**src/rtl/fetch_pkg.sv**
```systemverilog
// rtl/fetch_pkg.sv - shared fetch constants, BTB counter encodings and helpers
package fetch_pkg;

  localparam logic [31:0] FETCH_NOP_INST  = 32'h0000_0013;
  localparam int          FETCH_BTB_IDX_W = 4;

  typedef logic [1:0] ctr_t;

  localparam ctr_t CTR_STRONG_NT = 2'b00;
  localparam ctr_t CTR_WEAK_NT   = 2'b01;
  localparam ctr_t CTR_WEAK_T    = 2'b10;
  localparam ctr_t CTR_STRONG_T  = 2'b11;

  typedef enum logic [2:0] {
    SRC_TRAP,
    SRC_MISP,
    SRC_EARLY,
    SRC_HOLD,
    SRC_PRED,
    SRC_SEQ
  } npc_src_e;

  function automatic ctr_t ctr_inc(input ctr_t c);
    return (c == CTR_STRONG_T) ? c : c + 2'd1;
  endfunction

  function automatic ctr_t ctr_dec(input ctr_t c);
    return (c == CTR_STRONG_NT) ? c : c - 2'd1;
  endfunction

endpackage

```
**src/rtl/fetch_btb.sv**
```systemverilog
// rtl/fetch_btb.sv - direct-mapped BTB, combinational lookup, synchronous update
module fetch_btb
  import fetch_pkg::*;
#(
  parameter int IDX_W = FETCH_BTB_IDX_W
) (
  input  logic        clk,
  input  logic        rst,
  input  logic [31:0] lookup_pc,
  output logic        lookup_taken,
  output logic [31:0] lookup_target,
  input  logic        upd_valid,
  input  logic [31:0] upd_pc,
  input  logic        upd_taken,
  input  logic [31:0] upd_target
);

  localparam int N     = 1 << IDX_W;
  localparam int TAG_W = 30 - IDX_W;

  logic             valid_q  [N];
  logic [TAG_W-1:0] tag_q    [N];
  logic [31:0]      target_q [N];
  ctr_t             ctr_q    [N];

  logic [IDX_W-1:0] lidx, uidx;
  logic [TAG_W-1:0] ltag, utag;
  logic             lhit, uhit;
  logic             unused_pc_lsbs;

  assign lidx = lookup_pc[IDX_W+1:2];
  assign ltag = lookup_pc[31:IDX_W+2];
  assign uidx = upd_pc[IDX_W+1:2];
  assign utag = upd_pc[31:IDX_W+2];
  assign unused_pc_lsbs = ^{lookup_pc[1:0], upd_pc[1:0]};

  // Lookup reads the registered arrays, so a same-edge update is not visible yet.
  assign lhit          = valid_q[lidx] && (tag_q[lidx] == ltag);
  assign lookup_taken  = lhit && ctr_q[lidx][1];
  assign lookup_target = target_q[lidx];
  assign uhit          = valid_q[uidx] && (tag_q[uidx] == utag);

  always_ff @(posedge clk or negedge rst) begin
    if (!rst) begin
      for (int i = 0; i < N; i++) begin
        valid_q[i]  <= 1'b0;
        tag_q[i]    <= '0;
        target_q[i] <= '0;
        ctr_q[i]    <= CTR_WEAK_NT;
      end
    end else if (upd_valid) begin
      if (upd_taken) begin
        if (uhit) begin
          target_q[uidx] <= upd_target;
          ctr_q[uidx]    <= ctr_inc(ctr_q[uidx]);
        end else begin
          // Taken miss evicts whatever occupies the slot.
          valid_q[uidx]  <= 1'b1;
          tag_q[uidx]    <= utag;
          target_q[uidx] <= upd_target;
          ctr_q[uidx]    <= CTR_WEAK_T;
        end
      end else if (uhit) begin
        ctr_q[uidx] <= ctr_dec(ctr_q[uidx]);
      end
    end
  end

endmodule

```
**src/rtl/fetch.sv**
```systemverilog
// rtl/fetch.sv - instruction fetch stage: PC, next-PC select, decode pipe registers
module fetch
  import fetch_pkg::*;
#(
  parameter logic [31:0] RESET_PC  = 32'h0000_0000,
  parameter int          BTB_IDX_W = FETCH_BTB_IDX_W,
  parameter logic [31:0] NOP_INST  = FETCH_NOP_INST
) (
  input  logic        clk,
  input  logic        rst,
  input  logic        keep,
  output logic [31:0] imem_addr,
  input  logic [31:0] imem_rdata,
  input  logic        trap_redirect,
  input  logic [31:0] trap_PC,
  input  logic        resolve_valid,
  input  logic [31:0] resolve_PC,
  input  logic        resolve_taken,
  input  logic [31:0] resolve_target,
  input  logic        resolve_mispredict,
  input  logic [31:0] resolve_redirect_PC,
  input  logic        branch_PC_early_contral,
  input  logic [31:0] branch_PC_early,
  output logic [31:0] PC_pype0,
  output logic [31:0] PCp4_pype0,
  output logic [31:0] Instraction_pype,
  output logic        is_branch_predict_pype0,
  output logic [31:0] mispredict_count
);

  logic [31:0] pc_q, pc_next, pc_plus4, pred_target;
  logic        pred_taken, squash;
  npc_src_e    src;

  assign imem_addr = pc_q;
  assign pc_plus4  = pc_q + 32'd4;
  assign squash    = trap_redirect | resolve_mispredict | branch_PC_early_contral;

  fetch_btb #(
    .IDX_W(BTB_IDX_W)
  ) u_btb (
    .clk          (clk),
    .rst          (rst),
    .lookup_pc    (pc_q),
    .lookup_taken (pred_taken),
    .lookup_target(pred_target),
    .upd_valid    (resolve_valid),
    .upd_pc       (resolve_PC),
    .upd_taken    (resolve_taken),
    .upd_target   (resolve_target)
  );

  always_comb begin
    src = SRC_SEQ;
    if (trap_redirect)                src = SRC_TRAP;
    else if (resolve_mispredict)      src = SRC_MISP;
    else if (branch_PC_early_contral) src = SRC_EARLY;
    else if (keep)                    src = SRC_HOLD;
    else if (pred_taken)              src = SRC_PRED;
  end

  always_comb begin
    pc_next = pc_plus4;
    case (src)
      SRC_TRAP:  pc_next = trap_PC;
      SRC_MISP:  pc_next = resolve_redirect_PC;
      SRC_EARLY: pc_next = branch_PC_early;
      SRC_HOLD:  pc_next = pc_q;
      SRC_PRED:  pc_next = pred_target;
      default:   pc_next = pc_plus4;
    endcase
  end

  always_ff @(posedge clk or negedge rst) begin
    if (!rst) pc_q <= RESET_PC;
    else      pc_q <= pc_next;
  end

  // Redirects squash the slot even while decode is stalled.
  always_ff @(posedge clk or negedge rst) begin
    if (!rst) begin
      PC_pype0                <= '0;
      PCp4_pype0              <= '0;
      Instraction_pype        <= NOP_INST;
      is_branch_predict_pype0 <= 1'b0;
    end else if (squash) begin
      PC_pype0                <= '0;
      PCp4_pype0              <= '0;
      Instraction_pype        <= NOP_INST;
      is_branch_predict_pype0 <= 1'b0;
    end else if (!keep) begin
      PC_pype0                <= pc_q;
      PCp4_pype0              <= pc_plus4;
      Instraction_pype        <= imem_rdata;
      is_branch_predict_pype0 <= pred_taken;
    end
  end

  always_ff @(posedge clk or negedge rst) begin
    if (!rst) mispredict_count <= '0;
    else if (resolve_mispredict && (mispredict_count != 32'hFFFF_FFFF))
      mispredict_count <= mispredict_count + 32'd1;
  end

endmodule

```
**config.mk**
```make
export PLATFORM = sky130hd
export DESIGN_NAME = fetch
export DESIGN_NICKNAME = d
export VERILOG_FILES = /design/src/rtl/fetch_pkg.sv /design/src/rtl/fetch_btb.sv /design/src/rtl/fetch.sv
export SDC_FILE = /design/constraint.sdc
export NUM_CORES = 2
export LEC_CHECK = 0
export CORE_AREA = 2 2 360 362
export CTS_BUF_LIST = sky130_fd_sc_hd__clkbuf_8
export DETAILED_ROUTE_END_ITERATION = 12
export DIE_AREA = 0 0 362 364
export GPL_TIMING_DRIVEN = 0
export PLACE_DENSITY = 0.62
export SYNTH_ARGS = -nofsm -noshare
export SYNTH_HDL_FRONTEND = slang
export SYNTH_SLANG_ARGS = --single-unit
```
**constraint.sdc**
```tcl
create_clock -name clk -period 4.1 [get_ports clk]
set_input_delay 1.23 -clock clk [delete_from_list [all_inputs] [get_ports clk]]
set_output_delay 1.23 -clock clk [all_outputs]
set_load 0.02 [all_outputs]
```
Yosys cells after proc, flatten, opt, wreduce, memory -nomap -nowiden
Cells that the tools add are included.
{"block": "classes", "n_eq_ne": 9, "n_bitwise": 9, "add_sub_neg": 4, "n_lt_le_gt_ge": 3, "mux": 52, "reduce_logical": 11}
{"op": "512-bit bitwise mux", "n": 1}
{"op": "416-bit bitwise mux", "n": 1}
{"op": "32-bit 2-to-1 mux", "n": 12}
{"op": "26-bit binary-select mux with 4-bit select", "n": 2}
{"op": "32-bit one-hot mux with 5 select lines", "n": 1}
{"op": "26-bit 2-to-1 mux", "n": 5}
{"op": "32-bit binary-select mux with 4-bit select", "n": 1}
{"op": "32-bit demux with 4-bit select", "n": 1}
{"op": "26-bit demux with 4-bit select", "n": 1}
{"op": "32-bit bitwise mux", "n": 2}
{"op": "26-bit == test", "n": 2}
{"op": "32-bit by 1-bit adder with 32-bit output, second input constant", "n": 1}
{"op": "32-bit by 3-bit adder with 32-bit output, second input constant", "n": 1}
{"op": "32-bit != test, second input constant", "n": 1}
{"op": "16-bit bitwise OR", "n": 2}
{"op": "16-bit bitwise AND", "n": 1}
{"op": "2-bit binary-select mux with 4-bit select", "n": 2}
{"op": "16-bit NOT", "n": 1}
{"op": "2-bit 2-to-1 mux", "n": 7}
{"op": "3-bit 2-to-1 mux", "n": 4}
{"op": "5-bit >= comparator, second input constant", "n": 2}
{"op": "4-bit NOT with 5-bit output", "n": 2}
{"op": "1-bit binary-select mux with 4-bit select", "n": 2}
{"op": "2-bit demux with 4-bit select", "n": 1}
{"op": "18 further kinds", "n": 32}
{"block": "totals", "word_cells": 158, "out_inout_bits": 161, "register_bits": 1137, "in_bits": 200}

Depth between registers and ports, before layout
{"block": "logic_depth", "word_depth": 14, "mapped_depth": 17, "mapped_depth_nobuf": 10}

By module
A second synthesis with hierarchy kept.
{"block": "hier_totals", "hier_cells": 3850, "hier_area_um2": 56499.2}
{"mod": "fetch_btb", "area_per_inst_um2": 48589.1, "seq_area_each_um2": 24443.4, "n_inst": 1, "cells_per_inst": 3055}
{"mod": "fetch", "area_per_inst_um2": 7910.1, "seq_area_each_um2": 3982.6, "n_inst": 1, "cells_per_inst": 795}

Worst setup path before layout
OpenSTA, ideal clock, no wires.
{"block": "synth_timing", "path_kind": "input to register", "start": "input resolve_PC[2]", "end": "register u_btb.tag_q[214] (netlist name)", "path_slack_ns": -0.500, "path_stages": 13, "t_required_ns": 3.975, "arrival_time_ns": 4.475, "n_path_buf": 5, "setup_ns": 0.125, "cell_sequence": "buf_4 -> buf_4 -> buf_4 -> mux4_2 -> mux4_2 -> xnor2_1 -> nand3_1 -> nor4b_1 -> nand3_1 -> buf_6 -> nand2_2 -> buf_4 -> mux2_2"}
{"block": "synth_between", "elab_chain_cells": 8, "word_cells_on_any_way": 17, "cone_classes": "2 x order compare; 1 x eq/ne; 9 x mux; 2 x bitwise; 3 x reduce/logical"}
{"element": "from (decl)", "line": "fetch.sv:17", "source": "input logic [31:0] resolve_PC,"}
{"element": "4-bit NOT with 5-bit output (not written as such) (*)", "line": "fetch_btb.sv:41, fetch_btb.sv:59"}
{"element": "26-bit binary-select mux with 4-bit select", "line": "fetch_btb.sv:41", "source": "assign uhit = valid_q[uidx] && (tag_q[uidx] == utag);"}
{"element": "26-bit 2-to-1 mux (not written as such) (2 in series)", "line": "fetch_btb.sv:41"}
{"element": "26-bit == test", "line": "fetch_btb.sv:41"}
{"element": "1-bit logical AND", "line": "fetch_btb.sv:41"}
{"element": "1-bit NOT (no line)"}
{"element": "3-bit AND reduction (no line)"}
{"element": "to (signal, indexed assignment)", "line": "fetch_btb.sv:59", "source": "tag_q[uidx] <= utag;"}
{"element": "to (decl)", "line": "fetch_btb.sv:22", "source": "logic [TAG_W-1:0] tag_q [N];"}
Every way passes the cells marked *; elsewhere a longest branch is shown, timed or not. The select of a mux whose other input is x is not followed.
A chain may end at the register's enable or synchronous reset.

Worst setup path after layout
{"block": "layout_timing", "start": "register pc_q[3], in the netlist imem_addr[3]", "end": "register pc_q[12], in the netlist imem_addr[12]"}
{"block": "layout_between", "elab_chain_cells": 14, "word_cells_on_any_way": 28, "cone_classes": "1 x add/sub; 5 x eq/ne; 18 x mux; 1 x bitwise; 3 x reduce/logical"}
{"element": "from (decl)", "line": "fetch.sv:31", "source": "logic [31:0] pc_q, pc_next, pc_plus4, pred_target;"}
{"element": "from (signal assigned)", "line": "fetch.sv:76", "source": "else pc_q <= pc_next;"}
{"element": "4-bit NOT with 5-bit output (not written as such)", "line": "fetch_btb.sv:38, fetch_btb.sv:39, fetch_btb.sv:40"}
{"element": "26-bit binary-select mux with 4-bit select", "line": "fetch_btb.sv:38", "source": "assign lhit = valid_q[lidx] && (tag_q[lidx] == ltag);"}
{"element": "26-bit 2-to-1 mux (not written as such) (2 in series)", "line": "fetch_btb.sv:38"}
{"element": "26-bit == test", "line": "fetch_btb.sv:38"}
{"element": "1-bit logical AND", "line": "fetch_btb.sv:38"}
{"element": "1-bit logical AND", "line": "fetch_btb.sv:39", "source": "assign lookup_taken = lhit && ctr_q[lidx][1];"}
{"element": "1-bit 2-to-1 mux", "line": "fetch.sv:59", "source": "else if (pred_taken) src = SRC_PRED;"}
{"element": "3-bit 2-to-1 mux", "line": "fetch.sv:58", "source": "else if (keep) src = SRC_HOLD;"}
{"element": "3-bit 2-to-1 mux", "line": "fetch.sv:57", "source": "else if (branch_PC_early_contral) src = SRC_EARLY;"}
{"element": "3-bit 2-to-1 mux", "line": "fetch.sv:56", "source": "else if (resolve_mispredict) src = SRC_MISP;"}
{"element": "3-bit 2-to-1 mux", "line": "fetch.sv:55", "source": "if (trap_redirect) src = SRC_TRAP;"}
{"element": "3-bit == test (tied with other cells)", "line": "fetch.sv:64", "source": "case (src)"}
{"element": "32-bit one-hot mux with 5 select lines", "line": "fetch.sv:64"}
Several ways; a longest one is shown, not always the timed one. The select of a mux whose other input is x is not followed.

==> impl_results.md <==
* Register bit count reported by yosys at 1135
* Initial DRC Count at 4598
* Worst-case clock buffer depth at 3
* Final period util at 1.04
* Seq pwr share at 0.438
* CTS tree: yes
* CP required at 4.89 ns
* Num CTS Buffers at 195
* Most common cell after layout, fill and taps aside: dfrtp_1
* Crit start category: flip-flop
* Largest net degree at the start of global routing at 178
* Yosys Warn Count at 0
* Overflow after GRT at 0
* Via count at 41035
* Reg2reg path depth at 14
* Drt pass-1 iters at 6
* Clk Latency, worst-skew pair at 0.96 ns
* Post-layout util at 0.545
* Max_slew headroom at 0.101
* Clock power share at 0.315
* Drt via density at 6.32
* Net Sw Frac at 0.308
* Reg2reg end: imem_addr[12]
* Register area at 28400 um2
* RSZ-0062 raised after global routing: true
* Initial Util at 0.446
* First-pass GRT wire length at 302 mm
* Fillcell total at 10753
* Antenna Violating Nets Remaining at 0
* Total GRT Usage at 0.322
* Ys async rst share at 1.00
* Cell area after synthesis at 57200 um2
* Seq/Total Area, Yosys at 0.497
* Number of nets in the layout at 4856
* # rows at 132
* CP Max Fanout at 10
* Clk_skew at 0.0434 ns
* Fraction of layout cells with a size suffix above 1 at 0.422
* Least-Margin Pin Slew at 1.33 ns
* Crit Path Category: reg2reg
* Net Count, Synth at 4257
* Most frequent cells in the layout: dfrtp_1, mux2_2, mux4_2
* Int Pwr at 23.0 mW
* # setup viols final at 29
* Worst R2R Start: imem_addr[3]
* Syn avg cell area at 14.1 um2
* Die Height at 364 um
* Area of the multi-input gates at 28200 um2
* Clock-pin slew on the worst setup and hold paths at 0.06 ns
* Synth cell types at 79
* Hold Vio Cnt, Final at 0
* Worst min path class: in2async
* Leakage at 30.3 nW
* # DRC at 0
* Hpwl dp at 149 mm
* Cts hold-fix bufs at 0
* Die ar. at 132000 um2
* Total length of routed wires at 213 mm
* PwrDens at 475 nW/um2
* Status: complete, but fails checks
* Critical Path End Type: flip-flop
* IO Port Bufs at 335
* Total Power at 33.2 mW
* Post-synth EDFFs at 0
* Primary flip-flop cell chosen by synthesis mapping: dfrtp_1
* R2R setup slack at -0.16 ns
* Crit path DAT at 5.05 ns
* CTS sink count at 1135
* Logic pwr share at 0.248
* Slew Limit Fails at 0
* FMAX at 235 MHz
* Vias in the first global route at 40578
* CTS root buf: clkbuf_8
* Die width at 362 um
* Post-layout min period at 4.26 ns
* Core Region at 128000 um2
* Worst setup margin at -0.158 ns
* Max-cap violations at 0
* Switching power at 10.2 mW
* IO Pins at 361
* Area Overhead vs Synth at 22.2%
* Routed length per instance at 32.9 um
* Final RePlAce weighted congestion at 0.984
* Failing checks: setup timing
* Final hold slack at 0.141 ns
* Synth Instances at 4055
* Initial antenna violation count at 16
* CTS H-tree lvls at 4
* Max rail drop VDD at 0.000319 V
[area by class of cell]
type,instances,share of cell area
well taps,1675,0.0300
inverters,32,0.00195
repair buffers,406,0.0588
flip-flops and latches,1135,0.407
clock buffers,244,0.0481
clock inverters,105,0.00795
multi-input cells,2509,0.404
diodes,12,0.000430
plain buffers,375,0.0421
[routing by layer]
| layer | share of wire | global-route usage |
|---|---|---|
| met5 | 0.00034 | 0 |
| met4 | 0.048 | 0.150 |
| met3 | 0.086 | 0.0740 |
| met2 | 0.46 | 0.491 |
| met1 | 0.41 | 0.437 |
[cell usage after synthesis, drive strengths merged, types with 53 or more instances]
cell type	number	area (um2)
clkbuf	226	848
a21oi	70	354
mux2	941	10600
nor2	200	751
mux2i	179	1790
nand2	107	464
dfrtp	1116	27900
o21ai	65	325
buf	153	887
xnor2	73	639
mux4	368	8290
nand3	53	265
[power by group through the flow]
| stage | sequential (mW) | clock [mW] | combinational (mW) |
|---|---|---|---|
| after global placement | 14.7 | 0 | 7.48 |
| after floorplan | 14.3 | 0 | 5.01 |
| after CTS | 14.5 | 10.6 | 8.03 |
| final | 14.5 | 10.5 | 8.23 |
| after global routing | 14.7 | 11.1 | 8.56 |
| after detailed placement | 14.7 | 0 | 7.66 |
[worst max-delay path, cell delays in order (launching register included)]
cell and delay [ns]:
dfrtp_2 0.50, buf_8 0.20, buf_6 0.24, buf_12 0.23, buf_8 0.23, mux4_2 0.38
mux2i_4 0.33, xnor2_2 0.17, nor3_2 0.30, o22ai_2 0.16, a211oi_2 0.29, and3_4 0.28
buf_6 0.18, o21ai_0 0.11, a311oi_2 0.47
[worst max-delay path by stage]
stage                     slack [ns]  cells past startpoint           from                  end
final                          -0.16                     14   imem_addr[3]        imem_addr[12]
after CTS                     0.0004                     16  resolve_PC[3]     u_btb.tag_q[226]
after detailed placement       -2.83                     12   imem_addr[3]         imem_addr[4]
after global routing           -0.09                     14   imem_addr[2]        imem_addr[12]
after global placement        -51.35                      1            rst  u_btb.target_q[420]
after floorplan                -0.23                     11  resolve_PC[2]      u_btb.ctr_q[10]
[kinds of logic after synthesis]
group	after synthesis	synth area share
flops	1135	0.497
xor+xnor	109	0.0167
compound gates	333	0.0405
fa+ha+maj	2	0.000437
simple gates	577	0.0516
buf+inv	411	0.0324
mux	1488	0.361
[stage by stage]
step	std cells	worst slack [ns]	setup TNS, ns	cell area, um2
6_report	6493	-0.158	-1.07	69900
5_1_grt	6488	-0.0862	-0.368	69900
4_1_cts	6466	0.000428	0	69300
3_5_place_dp	6074	-2.83	-2123.36	63600
3_3_place_gp	6065	-51.35	-	63300
2_1_floorplan	4055	-0.227	-63.60	57900
[registers in the layout, indices dropped and copies added, names as in the netlist, 30 cells and up]
signal,count
mispredict_count,32
u_btb.tag_q,416
PCp4_pype0,30
u_btb.target_q,512
PC_pype0,32
imem_addr,32
Instraction_pype,32
u_btb.ctr_q,32
[repair_timing]
| action | CTS | global route |
|---|---|---|
| setup endpoints to repair | 1019 | 654 |
| pin swaps | 12 | 14 |
| resized for setup | 430 | 113 |
| gates cloned | 0 | 2 |
| buffers inserted | 45 | 15 |
(Power assumes the default switching activity.)
